$ cat config.mk
export PLATFORM = sky130hd
export DESIGN_NAME = rc4_result_collector
export DESIGN_NICKNAME = d
export VERILOG_FILES = /design/src/rtl/rc4_result_collector.sv
export SDC_FILE = /design/constraint.sdc
export NUM_CORES = 1
export LEC_CHECK = 0
export CAP_MARGIN = 20
export CORE_ASPECT_RATIO = 0.8
export CORE_MARGIN = 4
export CORE_UTILIZATION = 35
export CTS_CLUSTER_DIAMETER = 150
export DETAILED_ROUTE_END_ITERATION = 16
export DONT_BUFFER_PORTS = 1
export HOLD_SLACK_MARGIN = 0.12
export PLACE_DENSITY = 0.51
export SKIP_LAST_GASP = 1
export SLEW_MARGIN = 20
export SYNTH_ARGS = -nofsm -noshare
export SYNTH_HDL_FRONTEND = slang
export SYNTH_SLANG_ARGS = --single-unit
$ cat constraint.sdc
create_clock -name clk -period 1.6 [get_ports clk]
set_input_delay 0.24 -clock clk [delete_from_list [all_inputs] [get_ports clk]]
set_output_delay 0.24 -clock clk [all_outputs]
set_load 0.03 [all_outputs]
$ cat src/rtl/rc4_result_collector.sv
// ---------------------------------------------------------------------------
// rc4_result_collector
//
// Collects the outcome of NUM_CORES parallel RC4 key-search cores. The first
// core to report success wins: its index and current key are latched, every
// core is frozen through stop, and the key is shown on six active-low
// seven-segment digits. If every core reports keyspace exhaustion without a
// success, the block reports exhausted and shows dashes.
//
// Optional feature macro: RC4_COLLECTOR_CYCLE_COUNT_EN
//   defined   -> search_cycles counts SEARCH cycles (cleared on start,
//                frozen in FOUND/EXHAUSTED, saturating)
//   undefined -> search_cycles is tied to zero
//
// Ports
//   clk                 clock, rising edge
//   reset_n             asynchronous active-low reset
//   start               one-cycle pulse, begins a search from IDLE
//   clear               one-cycle pulse, returns to IDLE (beats start)
//   core_success        per-core key-found level
//   core_total_failure  per-core keyspace-exhausted level/pulse
//   core_key            per-core current key, core i at [24i+23:24i]
//   stop                freeze to all cores, low only while searching
//   found / exhausted   result flags
//   winner_idx          index of winning core
//   found_key           latched winning key
//   hex0..hex5          active-low 7-seg digits of found_key (hex0 = LS nibble)
//   search_cycles       elapsed search time
// ---------------------------------------------------------------------------
module rc4_result_collector #(
    parameter int NUM_CORES = 4
) (
    input  logic                    clk,
    input  logic                    reset_n,
    input  logic                    start,
    input  logic                    clear,
    input  logic [NUM_CORES-1:0]    core_success,
    input  logic [NUM_CORES-1:0]    core_total_failure,
    input  logic [24*NUM_CORES-1:0] core_key,
    output logic                    stop,
    output logic                    found,
    output logic                    exhausted,
    output logic [2:0]              winner_idx,
    output logic [23:0]             found_key,
    output logic [6:0]              hex0,
    output logic [6:0]              hex1,
    output logic [6:0]              hex2,
    output logic [6:0]              hex3,
    output logic [6:0]              hex4,
    output logic [6:0]              hex5,
    output logic [31:0]             search_cycles
);

    typedef enum logic [1:0] {
        IDLE      = 2'd0,
        SEARCH    = 2'd1,
        FOUND     = 2'd2,
        EXHAUSTED = 2'd3
    } state_t;

    state_t                 state;
    logic [NUM_CORES-1:0]   success_p0;
    logic [NUM_CORES-1:0]   fail_p0;
    logic [NUM_CORES-1:0]   done_mask;
    logic                   any_success;
    logic                   all_done;
    logic [2:0]             win_idx_c;
    logic [23:0]            win_key_c;

    // Lowest set bit wins when several cores succeed together.
    function automatic logic [2:0] lowest_set(input logic [NUM_CORES-1:0] bits);
        logic [2:0] idx;
        idx = 3'd0;
        for (int i = NUM_CORES - 1; i >= 0; i--) begin
            if (bits[i]) idx = 3'(i);
        end
        return idx;
    endfunction

    // Active-low segments, bit order {g,f,e,d,c,b,a}.
    function automatic logic [6:0] seg_decode(input logic [3:0] nib);
        logic [6:0] s;
        case (nib)
            4'h0: s = 7'h40;
            4'h1: s = 7'h79;
            4'h2: s = 7'h24;
            4'h3: s = 7'h30;
            4'h4: s = 7'h19;
            4'h5: s = 7'h12;
            4'h6: s = 7'h02;
            4'h7: s = 7'h78;
            4'h8: s = 7'h00;
            4'h9: s = 7'h10;
            4'hA: s = 7'h08;
            4'hB: s = 7'h03;
            4'hC: s = 7'h46;
            4'hD: s = 7'h21;
            4'hE: s = 7'h06;
            default: s = 7'h0E;
        endcase
        return s;
    endfunction

    function automatic logic [6:0] digit(input logic [3:0] nib, input logic f,
                                         input logic e);
        logic [6:0] s;
        if (f)      s = seg_decode(nib);
        else if (e) s = 7'h3F;
        else        s = 7'h7F;
        return s;
    endfunction

    // Stage p0: core status registered once before the FSM looks at it
    always_ff @(posedge clk or negedge reset_n) begin
        if (!reset_n) begin
            success_p0 <= '0;
            fail_p0    <= '0;
        end else begin
            success_p0 <= core_success;
            fail_p0    <= core_total_failure;
        end
    end

    assign any_success = |success_p0;
    // Folding the current registered failures into the check lets the final
    // pulse end the search one cycle after it is registered.
    assign all_done    = &(done_mask | fail_p0);
    assign win_idx_c   = lowest_set(success_p0);

    // The key is taken from the live core bus on the edge that enters FOUND.
    always_comb begin
        win_key_c = '0;
        for (int i = 0; i < NUM_CORES; i++) begin
            if (win_idx_c == 3'(i)) win_key_c = core_key[24*i +: 24];
        end
    end

    // Stage p1: result FSM with registered outputs
    always_ff @(posedge clk or negedge reset_n) begin
        if (!reset_n) begin
            state      <= IDLE;
            stop       <= 1'b1;
            found      <= 1'b0;
            exhausted  <= 1'b0;
            winner_idx <= '0;
            found_key  <= '0;
            done_mask  <= '0;
        end else if (clear) begin
            state      <= IDLE;
            stop       <= 1'b1;
            found      <= 1'b0;
            exhausted  <= 1'b0;
            winner_idx <= '0;
            found_key  <= '0;
            done_mask  <= '0;
        end else begin
            case (state)
                IDLE: begin
                    if (start) begin
                        state     <= SEARCH;
                        stop      <= 1'b0;
                        done_mask <= '0;
                    end
                end
                SEARCH: begin
                    done_mask <= done_mask | fail_p0;
                    if (any_success) begin
                        state      <= FOUND;
                        stop       <= 1'b1;
                        found      <= 1'b1;
                        winner_idx <= win_idx_c;
                        found_key  <= win_key_c;
                    end else if (all_done) begin
                        state     <= EXHAUSTED;
                        stop      <= 1'b1;
                        exhausted <= 1'b1;
                    end
                end
                default: ;
            endcase
        end
    end

`ifdef RC4_COLLECTOR_CYCLE_COUNT_EN
    logic [31:0] cycle_cnt;

    always_ff @(posedge clk or negedge reset_n) begin
        if (!reset_n) begin
            cycle_cnt <= '0;
        end else if (state == IDLE && start && !clear) begin
            cycle_cnt <= '0;
        end else if (state == SEARCH && cycle_cnt != 32'hFFFF_FFFF) begin
            cycle_cnt <= cycle_cnt + 32'd1;
        end
    end

    assign search_cycles = cycle_cnt;
`else
    assign search_cycles = '0;
`endif

    assign hex0 = digit(found_key[3:0],   found, exhausted);
    assign hex1 = digit(found_key[7:4],   found, exhausted);
    assign hex2 = digit(found_key[11:8],  found, exhausted);
    assign hex3 = digit(found_key[15:12], found, exhausted);
    assign hex4 = digit(found_key[19:16], found, exhausted);
    assign hex5 = digit(found_key[23:20], found, exhausted);

endmodule
Word-level counts from Yosys, hierarchy flattened
Memory sizes are Yosys's and may differ from the RTL's.
Cells that the tools add are included.

word-level totals
  word-level logic and storage cells = 75
  bits of input ports = 108
  register bits = 44
  memory bits (read-only) = 672
  memories = 6
  output and inout port bits = 104

cells by class
  equality and inequality tests = 7
  reduce and logical (&&, ||, !) cells = 12
  bitwise operators = 1
  muxes and demuxes = 40

memories
  name             words  bits a word  read ports  clocked after Yosys merged registers in  write ports  line  text
  (no name shown)  16     7            1           0                                        0            83    case (nib)
  (no name shown)  16     7            1           0                                        0            83
  (no name shown)  16     7            1           0                                        0            83
  (no name shown)  16     7            1           0                                        0            83
  (no name shown)  16     7            1           0                                        0            83
  (no name shown)  16     7            1           0                                        0            83

operators by type and width
  operator                                       number
  2-to-1 mux 24 bit                              7
  2-to-1 mux 7 bit                               7
  2-to-1 mux 3 bit                               6
  2-to-1 mux 1 bit                               10
  2-to-1 mux 2 bit                               5
  2-to-1 mux 4 bit                               2
  one-hot mux 4 bit (2 select lines)             1
  == test 3 x 2 -> 1 bit, second input constant  2
  AND reduction 3 bit                            2
  nonzero test 2 bit                             3
  inequality test 4 bit, second input constant   1
  OR 4 bit                                       1
  one-hot mux 2 bit (2 select lines)             1
  AND reduction 2 bit                            2
  AND reduction 4 bit                            1
  OR reduction 4 bit                             1
  == test 3 x 1 -> 1 bit, second input constant  1
  logical NOT 3 bit                              1
  inequality test 3 bit, second input constant   1
  nonzero test 3 bit                             1
  == test 2 x 1 -> 1 bit, second input constant  1
  logical NOT 2 bit                              1
  inequality test 2 bit, second input constant   1
  one-hot mux 1 bit (2 select lines)             1

Longest topological paths before layout
  word-level depth = 12
  depth in mapped cells = 7

Worst setup path before layout
No wires, ideal clock.

  kind = reg-to-output
  start point = register found_key[5]
  end point = output port hex1[3]
  data required time = 1.360 ns
  cell stages (with the launch flop) = 5
  arrival time = 2.161 ns
  path slack = -0.801 ns
  path through = dfrtp_1 -> inv_1 -> ha_1 -> nor2_1 -> o311ai_0

between the ends
  word-level cells in the longest chain between the ends = 2

ends and longest elaborated chain
  item                      line  text
  start, declared           44    output logic [23:0] found_key,
  start signal, assigned    172   found_key <= win_key_c;
  memory read (16 x 7 bit)  -
  2-to-1 mux 7 bit          107   if (f) s = seg_decode(nib);
  end, declared             46    output logic [6:0] hex1,

Every way passes these cells.

Final worst setup path
  start point = register found_key[9]
  end point = output port hex2[6]

between the ends
  word-level cells in the longest chain between the ends = 2

ends and longest elaborated chain
  item                      line  text
  memory read (16 x 7 bit)  -
  2-to-1 mux 7 bit          107
  end, declared             47    output logic [6:0] hex2,

Every way passes these cells.

==> reports/metrics.yaml <==
vias: 4616
cts_tree: "yes"
rsz0062_at_grt: "true"
status: "complete, but fails checks"
io_pins: 212
synth_area_leader_cell: "dfrtp_1"
synth_cell_types: 44
cts_root_buf: "clkbuf_16"
min_path_cells: 2
gp_congestion: 0.8263
die_area_um2: 14280
grt_max_degree: 44
relSlewSlack_pct: 60.53
most-common-layout-cells: "buf_4, nand2_1, buf_6, conb_1, nand2b_1"
grtUsageTotal_pct: 21.60
power.leakage_nw: 2.550
die_y_um: 107.7
drive_gt1_share_pct: 50.39
fin_nets: 780
num_rows: 36
finalInstanceArea_um2: 6865
worstSkewPairLatency_ps: 290
ys_top_cells_by_area: "dfrtp_1, ha_1, buf_4"
crit_type: "register to primary output"
cp.arrival_ps: 1700
synth-xor-area-share_pct: 0
viasPerCell: 5.850
netlist_area_um2: 4349
grt_pass1_vias: 4615
clk_pin_slew_worst_paths_ps: 70
core_area_um2: 12160
worst_slack_ps: -340.8
start_util_pct: 35.76
finalMaxSlewViolations: 0
powerDensity_nw_per_um2: 716.7
yosys.area_share.adder_pct: 10.36
synth_compound_area_share_pct: 32.05
worst-path-max-fanout: 4
drt_iter0_markers: 218
synth.avg_cell_area_um2: 8.300
skew_ps: 3.490
violations: "negative setup slack"
drv_cap: 0
fin_crit_sh_pct: 121.3
hpwl_um: 11360
drtPass1Iterations: 5
irDropWorstVdd_mv: 0.3794
finalCriticalPeriod_ps: 1941
yosysWarnings: 0
seq_area_frac_synth_pct: 24.77
async_reset_ff_share_pct: 100.0
port_buffers: 0
cts_buffer_depth: 2
required_ps: 1360
antenna_found_initial: 1
reg2reg_slack_ps: 50
synth_flop_cell: "dfrtp_1"
ant_nets: 0
grt_pass1_wl_um: 24780
finalHoldViolCount: 0
whs_ps: 166.5
hold_class: "primary input to register"
cts_sinks: 43
synth-simple-area-share_pct: 17.20
synth_cells: 524
htreeDepth: 2
insertedDiodeCount: 0
synthMuxAreaShare_pct: 2.992
wire_per_inst_um: 21.76
synth_edf_count: 0
wl_um: 17170
setup_viol: 42
drc: 0
tightest_slew_ps: 591.5
area_delta_synth_final_pct: 57.85
die_w_um: 132.6
synth_top_family_by_area: "compound AO/OA/AOI/OAI gates"
synthDominantCellAreaShare_pct: 24.17
ys_ff_latch: 43
cts_buffers: 5
crit_path_start_kind: "register"
final_common_cell: "buf_4"
placed_cell_area_um2: 5518
end_kind: "primary output"
grt_overflow: 0
ff2ff_path_depth: 6
fmax_mhz: 515.3
[cell usage after synthesis, drive strengths merged (8+ instances only)]
| cell type | n |
|---|---|
| buf | 48 |
| nand2 | 46 |
| dfrtp | 42 |
| nand2b | 39 |
| o21ai | 38 |
| ha | 36 |
| clkbuf | 31 |
| o32ai | 25 |
| a211o | 24 |
| a32oi | 24 |
| nor2 | 23 |
| o211ai | 23 |
| inv | 20 |
| nor2b | 18 |
| o311ai | 16 |
| a21oi | 15 |
| nand3 | 10 |
| mux2 | 8 |
[worst max-delay path, cell delays in order, from the launching register on]
cell,delay [ps]
dfrtp_2,440
clkinv_4,110
ha_4,180
mux2_4,260
a22oi_2,160
a21oi_2,80
buf_6,170
[kinds of logic after synthesis]
logic type | count (synthesis)
buf+inv | 100
simple gates | 147
fa+ha+maj | 36
other cells | 1
mux | 12
flops | 43
compound gates | 185
[state kept, by name, indices dropped and copies added, names as in the netlist]
| name | count |
|---|---|
| found_key | 24 |
| done_mask | 4 |
| fail_p0 | 4 |
| success_p0 | 4 |
| state | 2 |
| winner_idx | 2 |
| exhausted | 1 |
| found | 1 |
| stop | 1 |
[metal layers]
metal	GRT usage (%)	vias up	wire, um
met2	38.24	202	8556
met4	5.119	2	354
met5	0	-	9
li1	-	2099	-
met3	5.327	26	1290
met1	26.53	2287	6955
[stage by stage]
stage	power (mW)	setup TNS, ps	setup slack, ps	std cells	utilization, %
2_1_floorplan	2.663	-2876	-203.3	556	-
3_3_place_gp	3.126	-458.9	-85.46	742	45.37
3_5_place_dp	3.163	-1249	-110.6	742	45.37
4_1_cts	4.718	-9339	-325.4	773	52.78
5_1_grt	5.160	-12030	-401.6	789	56.45
6_report	4.920	-9348	-340.8	789	56.45
[report_power, final]
part	internal, mW	total [mW]	leakage [nW]	switching (mW)
clock	0.747	1.25	0.0844	0.499
combinational	1.02	2.36	1.94	1.34
sequential	1.17	1.31	0.529	0.143
[cell type report]
type                            count  area [um^2]
Clock buffer                        5        125.1
Fill cell                        1070         5296
Multi-Input combinational cell    413         3734
Inverter                           21        113.9
Timing Repair Buffer              152         1545
Sequential cell                    43         1110
Clock inverter                      3        47.55
Tap cell                          152        190.2
[timing repair]
action,CTS,global route
cloned,0,3
setup endpoints to repair,66,64
hold buffers,11,0
pin swaps,44,24
gates resized for setup,110,63
setup buffers,13,15
endpoints found under the hold margin,84,0
[final timing paths]
path	start	end
setup reg to reg	success_p0[3]$_DFF_PN0_	found_key[4]$_DFFE_PN0P_
hold / removal	core_key[94]	found_key[22]$_DFFE_PN0P_
min in group asynchronous	reset_n	done_mask[0]$_DFFE_PN0P_
max in group asynchronous	reset_n	stop$_DFFE_PN1P_
hold reg to reg	done_mask[2]$_DFFE_PN0P_	done_mask[2]$_DFFE_PN0P_
setup / recovery	found_key[9]$_DFFE_PN0P_	hex2[6]
(Power assumes the default switching activity.)
